### src/rtl/rc4_phase_ctrl.sv
// Top-level RC4 sequencer: runs S-init, KSA and PRGA phases in order and owns the S-memory port.
// Optional key-search retry loop is enabled with `define RC4_KEY_SEARCH_EN.
module rc4_phase_ctrl #(
    parameter int                KEY_W   = 24,
    parameter logic [KEY_W-1:0]  KEY_MAX = KEY_W'(24'h3FFFFF),
    parameter int                MEM_AW  = 8,
    parameter int                DW      = 8,
    parameter int                WDOG_W  = 16
) (
    input  logic              clk,
    input  logic              rst_n,
    input  logic              go,
    input  logic [KEY_W-1:0]  key_in,
    output logic              init_start,
    output logic              ksa_start,
    output logic              prga_start,
    input  logic              init_done,
    input  logic              ksa_done,
    input  logic              prga_done,
    input  logic              prga_fail,
    input  logic [MEM_AW-1:0] init_addr,
    input  logic [DW-1:0]     init_wdata,
    input  logic              init_wren,
    input  logic [MEM_AW-1:0] ksa_addr,
    input  logic [DW-1:0]     ksa_wdata,
    input  logic              ksa_wren,
    input  logic [MEM_AW-1:0] prga_addr,
    input  logic [DW-1:0]     prga_wdata,
    input  logic              prga_wren,
    output logic [MEM_AW-1:0] s_addr,
    output logic [DW-1:0]     s_wdata,
    output logic              s_wren,
    output logic [KEY_W-1:0]  key_out,
    output logic              busy,
    output logic              done,
    output logic              fail,
    output logic              timeout
);

    typedef enum logic [3:0] {
        IDLE, INIT_GO, INIT_WAIT, KSA_GO, KSA_WAIT, PRGA_GO, PRGA_WAIT, DONE, FAIL
    } state_t;

    state_t             state, state_nxt;
    logic [KEY_W-1:0]   key_reg;
    logic [WDOG_W-1:0]  wdog;
    logic               key_load, key_inc, wdog_clr, wdog_inc, to_set;
    logic               wdog_exp;

    assign wdog_exp = (wdog == {WDOG_W{1'b1}});

    always_ff @(posedge clk or negedge rst_n) begin
        if (!rst_n) begin
            state   <= IDLE;
            key_reg <= '0;
            wdog    <= '0;
            timeout <= 1'b0;
        end else begin
            state <= state_nxt;
            if (key_load)
                key_reg <= key_in;
            else if (key_inc)
                key_reg <= key_reg + KEY_W'(1);
            if (wdog_clr)
                wdog <= '0;
            else if (wdog_inc)
                wdog <= wdog + WDOG_W'(1);
            if (key_load)
                timeout <= 1'b0;
            else if (to_set)
                timeout <= 1'b1;
        end
    end

    // Next-state: a phase's done wins over watchdog expiry in the same cycle
    always_comb begin
        state_nxt = state;
        key_load  = 1'b0;
        key_inc   = 1'b0;
        wdog_clr  = 1'b0;
        wdog_inc  = 1'b0;
        to_set    = 1'b0;
        case (state)
            IDLE, DONE, FAIL: begin
                if (go) begin
                    key_load  = 1'b1;
                    state_nxt = INIT_GO;
                end
            end
            INIT_GO: begin
                wdog_clr  = 1'b1;
                state_nxt = INIT_WAIT;
            end
            KSA_GO: begin
                wdog_clr  = 1'b1;
                state_nxt = KSA_WAIT;
            end
            PRGA_GO: begin
                wdog_clr  = 1'b1;
                state_nxt = PRGA_WAIT;
            end
            INIT_WAIT: begin
                wdog_inc = 1'b1;
                if (init_done)
                    state_nxt = KSA_GO;
                else if (wdog_exp) begin
                    state_nxt = FAIL;
                    to_set    = 1'b1;
                end
            end
            KSA_WAIT: begin
                wdog_inc = 1'b1;
                if (ksa_done)
                    state_nxt = PRGA_GO;
                else if (wdog_exp) begin
                    state_nxt = FAIL;
                    to_set    = 1'b1;
                end
            end
            PRGA_WAIT: begin
                wdog_inc = 1'b1;
                if (prga_done) begin
                    if (!prga_fail)
                        state_nxt = DONE;
                    else begin
`ifdef RC4_KEY_SEARCH_EN
                        if (key_reg != KEY_MAX) begin
                            key_inc   = 1'b1;
                            state_nxt = INIT_GO;
                        end else
                            state_nxt = FAIL;
`else
                        state_nxt = FAIL;
`endif
                    end
                end else if (wdog_exp) begin
                    state_nxt = FAIL;
                    to_set    = 1'b1;
                end
            end
            default: state_nxt = IDLE;
        endcase
    end

    // S-memory ownership: only the active phase reaches the RAM
    always_comb begin
        s_addr  = '0;
        s_wdata = '0;
        s_wren  = 1'b0;
        case (state)
            INIT_GO, INIT_WAIT: begin
                s_addr  = init_addr;
                s_wdata = init_wdata;
                s_wren  = init_wren;
            end
            KSA_GO, KSA_WAIT: begin
                s_addr  = ksa_addr;
                s_wdata = ksa_wdata;
                s_wren  = ksa_wren;
            end
            PRGA_GO, PRGA_WAIT: begin
                s_addr  = prga_addr;
                s_wdata = prga_wdata;
                s_wren  = prga_wren;
            end
            default: ;
        endcase
    end

    assign init_start = (state == INIT_GO);
    assign ksa_start  = (state == KSA_GO);
    assign prga_start = (state == PRGA_GO);
    assign busy       = (state != IDLE) && (state != DONE) && (state != FAIL);
    assign done       = (state == DONE);
    assign fail       = (state == FAIL);
    assign key_out    = key_reg;

endmodule

### config.mk
export PLATFORM = sky130hd
export DESIGN_NAME = rc4_phase_ctrl
export DESIGN_NICKNAME = d
export VERILOG_FILES = /design/src/rtl/rc4_phase_ctrl.sv
export SDC_FILE = /design/constraint.sdc
export NUM_CORES = 1
export LEC_CHECK = 0
export CAP_MARGIN = 10
export CELL_PAD_IN_SITES_DETAIL_PLACEMENT = 1
export CELL_PAD_IN_SITES_GLOBAL_PLACEMENT = 1
export CORE_MARGIN = 2
export CORE_UTILIZATION = 29
export CTS_CLUSTER_DIAMETER = 120
export DETAILED_ROUTE_END_ITERATION = 12
export MAX_ROUTING_LAYER = met4
export PLACE_DENSITY_LB_ADDON = 0.1
export SYNTH_ARGS = -nofsm -noshare
export SYNTH_HDL_FRONTEND = slang
export SYNTH_SLANG_ARGS = --single-unit
### constraint.sdc
create_clock -name clk -period 2.2 [get_ports clk]
set_input_delay 0.44 -clock clk [delete_from_list [all_inputs] [get_ports clk]]
set_output_delay 0.44 -clock clk [all_outputs]
set_load 0.02 [all_outputs]
==> results of run 1 <==
-- power by group --
group	internal [mW]	switching, mW
logic	2.38	2.15
clock network	0.226	0.328
registers	1.12	0.186
-- metrics by stage --
| step | std cells | worst slack (ns) | cell area [um^2] |
|---|---|---|---|
| 6_report | 509 | -0.0717 | 4370 |
| 5_1_grt | 509 | -0.148 | 4370 |
| 4_1_cts | 506 | -0.0454 | 4260 |
| 3_5_place_dp | 489 | -0.652 | 4090 |
| 3_3_place_gp | 489 | -0.570 | 4090 |
| 2_1_floorplan | 249 | 0.133 | 2570 |
-- kinds of logic (layout without fill, tap and decap cells) --
| logic type | Yosys count | after routing |
|---|---|---|
| xor gates and xnor gates | 9 | 9 |
| buffers and inverters | 19 | 171 |
| AOI/OAI and AO/OA | 70 | 70 |
| adders and majority gates | 1 | 1 |
| DFF | 45 | 45 |
| and+or+nand+nor | 79 | 79 |
| muxes | 26 | 26 |
-- sequential cells by signal, indices dropped and copies added, names as in the netlist --
name and cells:
timeout 1, key_out 24, wdog 16, state 4
-- layout by cell type (no fill, tap or decap), types with 3 or more instances in the layout --
cell type	n
clkdlybuf4s50_1	105
dfrtp_1	45
mux2_2	25
buf_6	23
buf_4	20
a21o_1	19
a22o_1	17
nor2_1	12
nand3_1	9
nand2_1	9
a21oi_1	8
nand4_1	7
o21ai_0	7
xnor2_1	5
clkbuf_8	5
nor4_1	4
or3_1	4
or4_1	4
buf_2	4
nand2b_1	3
nor3_1	3
or2_4	3
inv_1	3
nor2b_1	3
and4_1	3
o31ai_1	3
xor2_1	3
buf_12	3
-- worst max path at each step --
stage                     slack [ns]  cells after the start    endpoint      from
after global placement         -0.57                      5   s_addr[2]  state[1]
after floorplan                 0.13                      6   s_addr[3]  state[3]
after global routing           -0.15                      8  s_wdata[4]  state[0]
after CTS                      -0.05                      7   s_addr[5]  state[3]
final                          -0.07                      8   s_addr[3]  state[0]
after detailed placement       -0.65                      5   s_addr[2]  state[0]
-- Yosys cell counts, types with 4 or more instances --
master | number | area share
a21o_1 | 19 | 0.055
a21oi_1 | 8 | 0.016
a22o_1 | 17 | 0.058
buf_2 | 6 | 0.012
clkbuf_1 | 7 | 0.010
dfrtp_1 | 45 | 0.44
mux2_2 | 25 | 0.11
nand2_1 | 11 | 0.016
nand2b_1 | 4 | 0.0097
nand3_1 | 9 | 0.018
nand4_1 | 7 | 0.017
nor2_1 | 16 | 0.023
nor4_1 | 4 | 0.0097
o21ai_0 | 7 | 0.014
or3_1 | 4 | 0.0097
or4_1 | 4 | 0.012
xnor2_1 | 6 | 0.020
-- per-layer routing --
metal	global-route usage	part of all wire	up-vias
met3	0.0372	0.051	10
met4	0.0421	0.014	0
met1	0.231	0.44	1303
li1	-	-	1232
met5	-	0	-
met2	0.316	0.50	92
-- final cells by class --
class / count / share of cell area
clock buffers: 5 / 0.0157
clock inverters: 3 / 0.00487
multi-input cells: 185 / 0.323
repair buffers: 160 / 0.366
well taps: 108 / 0.0309
inverters: 3 / 0.00258
flip-flops and latches: 45 / 0.258
-- timing repair --
| action | in CTS | in global routing |
|---|---|---|
| buffers inserted | 9 | 1 |
| gates resized for setup | 113 | 27 |
| hold endpoints to repair | 0 | 0 |
| hold buffers | 0 | 0 |
| endpoints found under the setup margin | 23 | 20 |
| cloned | 0 | 2 |
| pin swaps | 3 | 8 |
==> metrics.md, run 1 <==
| Metric | Value |
|---|---|
| CTS tree | built |
| GP Congestion | 0.792 |
| Most frequent CP cell | buf_6 |
| Failing checks | negative setup slack |
| Yosys cell types | 48 |
| Routed length per instance | 17.6 um |
| Lkg Pwr | 1.89 nW |
| CP peak stage delay | about 0.44 ns |
| Worst setup margin | -0.0717 ns |
| TritonCTS Sinks | 45 |
| Clock skew | 0.00526 ns |
| Clock Latency Late Sink | slightly above 0.3 ns |
| Reg2reg end | wdog[15] |
| Vias in the first global route | 2784 |
| Max_slew headroom | 0.724 |
| Cts bufs inserted | 5 |
| Area Growth Syn to Fin | 69.9% |
| Final Net Count | 483 |
| Crit. End Element | output port |
| Fmax | between 400 and 500 MHz |
| Final number of hold-violating endpoints | 0 |
| Number of vias per cell | 5.18 |
| GR Util All Layers | 0.186 |
| Post-Syn Instances | 249 |
| Core area | 8680 um^2 |
| WHS | 0.0485 ns |
| Synthesized Nets | 332 |
| Routed wire length | just under 9000 um |
| DRC Markers | 0 |
| Number of synthesized flops with an enable pin | 0 |
| Worst r2r src | state[1] |
| Share of cells above drive strength 1 | 0.257 |
| Rows | 34 |
| Cell chain of the critical path | buf_6, buf_6, nor2_4, nand2_2, a21oi_4, clkbuf_16, a21o_1, buf_6 |
| Status | complete, but fails checks |
| Worst-path clk slew | 0.10 ns |
| Root Driver | clkbuf_8 |
| Initial Util | 0.296 |
| Period minus WS final | ~2.3 ns |
| I/O pin cnt | 130 |
| Pre-antenna DRT Iters | 4 |
| FF-to-FF setup slack | 0.11 ns |
| Reg area | 1130 um^2 |
| Number of I/O port buffers | 129 |
| Total power | 6.39 mW |
| DIE WIDTH | 98.2 um |
| Clock tree buffer depth | 2 |
| Worst hold path type | input port to asynchronous set/reset pin |
| Maximum VDD drop | slightly below 0.0007 V |
| Area share of and/or/nand/nor cells after synthesis | 0.175 |
| Top FF cell, synth | dfrtp_1 |
| Max-slew violation count | 0 |
| Power density over the cells | 1460 nW/um^2 |
| Xor/xnor cell area share of the yosys netlist | 0.0306 |
| Area share of fa/ha/maj cells after synthesis | 0.00486 |
| Global-route wire length before repair | 14200 um |
| Setup violators final | 17 |
| Crit start category | flip-flop |
| Synthesized flop and latch total | 45 |
| Post-synthesis sequential area ratio | 0.438 |
| Vias | 2637 |
| Routed Antenna Nets | 0 |
| Filler cells | 987 |
| Final core utilization | 0.504 |
| # diodes | 0 |
| Syn Area/Cell | 10.3 um^2 |
| Reg2reg path depth | 7 |
| Largest net degree at the start of global routing | 31 |
| Asr flop ratio synth | 1.00 |
| Multi-input logic area | about 1400 um^2 |
| Complex-gate fraction of the synthesized area | 0.200 |
| Die area | 9640 um^2 |
| H-tree depth | 2 |
| Crit path max-delay family | buffers and inverters |
| GR Overflow Total | 0 |
| Max stage delay cell, worst path | dfrtp_1 |
| Setup tns final | -0.818 ns |
| HPWL after DPL | 6370 um |
| RSZ-0062 raised after global routing | true |
| Crit-path max FO | 8 |
| WP data arrival | 1.83 ns |
| WP buf/inv | 4 |
| Worst Path Class, Setup | flip-flop to output port |
| Drt initial violations | 62 |
| Critical path required time | around 1.8 ns |
| Slew @ Worst Pin | between 0.4 and 0.5 ns |
| Mapped Area | 2570 um^2 |
| Post-synthesis mux area share | 0.113 |
| Period utilization | 1.03 |
| Largest family of logic cells by synthesized area | compound AO/OA/AOI/OAI gates |
| Max Cap Violations | 0 |
| Synth Warn # | 0 |
| Initial antenna violation count | 0 |
| Die span in y | 98.2 um |
No activity file was read; power rests on OpenSTA's default activity.
==> run 2, diff against run 1 <==
--- a/config.mk
+++ b/config.mk
@@ -8,12 +8,12 @@
 export CAP_MARGIN = 10
 export CELL_PAD_IN_SITES_DETAIL_PLACEMENT = 1
 export CELL_PAD_IN_SITES_GLOBAL_PLACEMENT = 1
-export CORE_MARGIN = 2
 export CORE_UTILIZATION = 29
 export CTS_CLUSTER_DIAMETER = 120
 export DETAILED_ROUTE_END_ITERATION = 12
 export MAX_ROUTING_LAYER = met4
 export PLACE_DENSITY_LB_ADDON = 0.1
+export SLEW_MARGIN = 30
 export SYNTH_ARGS = -nofsm -noshare
 export SYNTH_HDL_FRONTEND = slang
 export SYNTH_SLANG_ARGS = --single-unit
==> metrics.md, run 2 (synthesized netlist as in run 1, its figures left out) <==
| Metric | Value |
|---|---|
| Clock tree buffer depth | 2 (unchanged) |
| Worst Path Class, Setup | flip-flop to output port |
| Crit path launch | state[1] |
| GP Congestion | 0.824 (+4.1%) |
| Max Cap Violations | 0 (unchanged) |
| Vias in the first global route | 2676 (-3.9%) |
| Commonest non-fill, non-tap cell in the layout | clkdlybuf4s50_1 |
| DIE WIDTH | 96.2 um (-2.0%) |
| Crit-path max FO | 17 (+9) |
| Reg2reg path depth | 6 (-1) |
| # diodes | 0 (unchanged) |
| Crit path capture | s_wdata[3] |
| Max-slew violation count | 0 (unchanged) |
| Max_slew headroom | 0.659 (-0.0650) |
| Routed Antenna Nets | 0 (unchanged) |
| Slew @ Worst Pin | 0.511 ns (+0.0974 ns) |
| Fmax | 450 MHz (+2.2%) |
| Die span in y | 96.2 um (-2.0%) |
| GR Util All Layers | 0.198 (+0.0112) |
| Worst r2r src | state[2] |
| Finished Cell Area | 4260 um^2 (-2.6%) |
| Crit. End Element | output port |
| WP data arrival | 1.78 ns (-0.05 ns) |
| Number of I/O port buffers | 129 (unchanged) |
| Placed Area | 4160 um^2 (+1.9%) |
| Global-route wire length before repair | 13500 um (-5.0%) |
| Initial Util | 0.307 (+0.0105) |
| HPWL after DPL | 6700 um (+5.1%) |
| Worst-path clk slew | 0.09 ns (about the same) |
| Rows | 33 (-2.9%) |
| Routed length per instance | 17.3 um (-1.6%) |
| Worst setup margin | -0.0221 ns (+0.0496 ns) |
| WHS | 0.0978 ns (+0.0493 ns) |
| Status | complete, but fails checks |
| Clock Latency Late Sink | 0.30 ns (about the same) |
| Core area | 8380 um^2 (-3.4%) |
| Share of cells above drive strength 1 | 0.231 (-0.0263) |
| Power density over the cells | 1420 nW/um^2 (-2.6%) |
| Clock skew | 0.0106 ns (+0.00536 ns) |
| Setup violators final | 6 (-11) |
| Setup tns final | -0.0824 ns (+0.735 ns) |
| TritonCTS Sinks | 45 (unchanged) |
| Crit start category | flip-flop |
| H-tree depth | 2 (unchanged) |
| Lkg Pwr | 1.86 nW (-2.0%) |
| RSZ-0062 raised after global routing | true |
| Filler cells | 945 (-4.3%) |
| Period utilization | 1.01 (-0.0225) |
| Root Driver | clkbuf_8 |
| Die area | 9250 um^2 (-4.0%) |
| Vias | 2562 (-2.8%) |
| Initial antenna violation count | 0 (unchanged) |
| Max reg flops | 24 (unchanged) |
| Routed wire length | 8720 um (-2.6%) |
| DRC Markers | 0 (unchanged) |
| GR Overflow Total | 0 (unchanged) |
| Critical path required time | 1.76 ns (about the same) |
| Number of vias per cell | 5.08 (-1.9%) |
| Commonest cells after routing, fill and taps aside | 105 x clkdlybuf4s50_1, 43 x dfrtp_1, 30 x buf_4 |
| Failing checks | negative setup slack |
| Cts bufs inserted | 5 (unchanged) |
| Pre-antenna DRT Iters | 4 (unchanged) |
| Worst hold path type | input port to asynchronous set/reset pin |
| I/O pin cnt | 130 (unchanged) |
| Area Growth Syn to Fin | 65.5% |
| CTS tree | built |
| Largest net degree at the start of global routing | 27 (-13%) |
| Cts hold-fix bufs | 0 (unchanged) |
| Final core utilization | 0.508 (+0.00409) |
| Reg2reg end | wdog[15] |
| Period minus WS final | 2.22 ns (-0.0496 ns) |
| FF-to-FF setup slack | 0.21 ns (+0.10 ns) |
| Final number of hold-violating endpoints | 0 (unchanged) |
| Final Net Count | 481 (-0.41%) |
| Drt initial violations | 63 (+1.6%) |
| Maximum VDD drop | 0.000543 V (-22%) |
==> run 2: cell count changes in the layout (fill, tap and decap cells not counted), sizes merged <==
cell / change
buf: -1
clkinv: -1
dlygate4sd2: +1
inv: -1
==> run 2: critical path: stages (launching register included) <==
cell     delay [ns]
dfrtp_2        0.45
xnor2_2        0.20
buf_4          0.15
nor3_4         0.04
buf_12         0.14
a22o_1         0.18
a21o_1         0.15
buf_4          0.15
==> run 2: how the worst min path moves through the flow <==
stage                       to  depth (start not counted)
finish                 wdog[5]                          1
global route           wdog[4]                          1
CTS                    wdog[5]                          1
detailed placement  key_out[9]                          1
global placement    key_out[9]                          1
floorplan           key_out[0]                          0
==> run 2: per-layer routing <==
layer | up-vias | share of wire | global-route usage
met5 | - | 0 | -
li1 | 1227 | - | -
met2 | 90 | 0.50 | 0.323
met4 | 0 | 0.012 | 0.0373
met1 | 1236 | 0.41 | 0.250
met3 | 9 | 0.073 | 0.0466
==> run 2: final cells by class <==
type,count,area [um^2],share of cell area
timing repair buffer,158,1540,0.361
multi-input combinational,185,1370,0.321
sequential,45,1130,0.265
tap,105,131,0.0309
clock buffer,7,76.3,0.0179
inverter,3,11.3,0.00265
clock inverter,1,7.51,0.00176
==> run 2: through the flow <==
stage / total power, mW / setup slack (ns) / std cells
after floorplan: 3.57 / 0.133 / 249
after detailed placement: 5.51 / -0.192 / 495
after global routing: 6.47 / -0.108 / 504
after global placement: 5.44 / -0.0944 / 495
after CTS: 6.05 / -0.0277 / 504
final: 6.06 / -0.0221 / 504
==> run 2: where the power goes <==
part | total [mW] | internal, mW | switching, mW
registers | 1.31 | 1.12 | 0.189
clock network | 0.521 | 0.226 | 0.295
logic | 4.23 | 2.19 | 2.04
total | 6.06 | 3.54 | 2.52
==> run 2: timing repair <==
action | 4_1_cts | 5_1_grt
pin swaps | 1 | 0
buffers inserted | 1 | 0
cloned | 0 | 0
gates resized for setup | 103 | 10
endpoints found under the setup margin | 23 | 20
==> RTL edit (config.mk and constraints of run 1) <==
Make the reset (`rst_n`) synchronous in one clocked block.
--- a/src/rtl/rc4_phase_ctrl.sv
+++ b/src/rtl/rc4_phase_ctrl.sv
@@ -50,5 +50,5 @@
     assign wdog_exp = (wdog == {WDOG_W{1'b1}});
 
-    always_ff @(posedge clk or negedge rst_n) begin
+    always_ff @(posedge clk) begin
         if (!rst_n) begin
             state   <= IDLE;
Formal check against the unedited RTL: differs if rst_n is asserted again (counterexample within 4 cycles, from zero or initial values and one cycle with rst_n low); with rst_n held inactive, the same outputs for 10 cycles.
==> RTL edit against run 1 <==
- sequential cell count unchanged
- worst setup slack gained 0.087 ns
- routed wire length shrank 6.1%
- first-iteration DRC count up 50%
- clock power decreased by 3%
- total power is 21% lower
- synthesized area shrank 5.2%
- maximum frequency up 4.0%
- cell area decreased by 6.4%
- critical endpoint is now s_addr[6]
- highest routed layer unchanged
==> RTL edit: results (changes against run 1) <==
| Result | Reported | vs run 1 |
|---|---|---|
| First-pass GRT wire length | 13,320 microns | -6.4% |
| Maximum fanout along the worst path | 6 | -2 |
| Global router's overall resource usage | 18.81% | +0.19 points |
| Final estimated routing congestion in global placement | 0.8403 | +6.1% |
| Final design utilization | 50.03% | -0.34 points |
| Setup slack after placement | -0.5269 ns | +0.1250 ns |
| Count of routing violations after the opening detailed-route iteration | 93 | +50% |
| Run status | finished clean |  |
| Met3 Track Usage GR | 4.542% | +0.82 points |
| Routed via count divided by cell count | 4.979 | -3.9% |
| Synthesized-area fraction occupied by adder cells | 0.5128% | +0.026 points |
| Max stage delay cell, worst path | sky130_fd_sc_hd__dfxtp_4 |  |
| Sequential area share after synthesis | 36.92% | -6.9 points |
| Post-placement cell count | 511 | +4.5% |
| Clock period minus worst slack | 2.185 ns | -0.08651 ns |
| Reg2reg start | state[2]$_SDFFE_PN0P_ |  |
| Sum of net half-perimeters after detailed placement | 6291 microns | -1.3% |
| Met2 track demand over resource | 31.53% | -0.085 points |
| Fraction of synthesis flops using an asynchronous set or reset pin | 0% | -100 points |
| Met3 layer wire length in the routed design | 532 microns | +16% |
| Worst slew margin relative to its limit | 70.07% | -2.4 points |
| DRT met1 WL | 3608 microns | -8.2% |
| Area share of the leading cell type in the synthesized netlist | 36.92% | -6.9 points |
| Fraction of met1 tracks used by global routing | 22.76% | -0.29 points |
| Cell area after placement | 0.003882 sq mm | -5.0% |
| Quantity of gates resized following cts | 77 | -32% |
| Arrival time of the worst setup path | 1.75 ns | -0.08 ns |
| Peak supply drop | 0.4696 mV | -32% |
| Cell types with the largest area share after synthesis | sky130_fd_sc_hd__dfxtp_1 (37%), sky130_fd_sc_hd__mux2i_1 (11%), sky130_fd_sc_hd__nor2_1 (6.3%), sky130_fd_sc_hd__a22o_1 (6.1%), sky130_fd_sc_hd__a21o_1 (5.2%) |  |
| Largest net degree at the start of global routing | 25 | -19% |
| Share of layout cells above drive strength 1 | 15.49% | -10 points |
| Worst setup path startpoint | state[1]$_SDFFE_PN0P_ |  |
| Most common library cells after synthesis | sky130_fd_sc_hd__dfxtp_1 (45), sky130_fd_sc_hd__nor2_1 (41), sky130_fd_sc_hd__mux2i_1 (27) |  |
| Total leakage power | 1.791 nW | -5.4% |
| Met2 Routed Length | 4154 microns | -6.4% |
| Post-Synthesis Net Count | 359 | +8.1% |
RTL edit: cell types whose count changed after synthesis, moves of 4 or more:
cell                      before  now
sky130_fd_sc_hd__and2_1        1    5
sky130_fd_sc_hd__mux2i_1       1   27
sky130_fd_sc_hd__nand2_1      11    7
sky130_fd_sc_hd__dfxtp_1       0   45
sky130_fd_sc_hd__dfrtp_1      45    0
sky130_fd_sc_hd__nor2_1       16   41
sky130_fd_sc_hd__mux2_2       25    2
RTL edit: area by class of cell:
type | instances | share of cell area, %
Timing Repair Buffer | 157 | 36.28
Multi-Input combinational cell | 210 | 35.52
Sequential cell | 45 | 22.24
Tap cell | 105 | 3.212
Clock buffer | 5 | 1.682
Inverter | 6 | 0.5506
Clock inverter | 3 | 0.5200
RTL edit: worst register-to-register path: cells and delay by family (launching register included):
kind,cells,cell delay (ns)
buffers and inverters,3,0.44
and+or+nand+nor,3,0.87
AOI/OAI and AO/OA,1,0.15
DFF,1,0.35
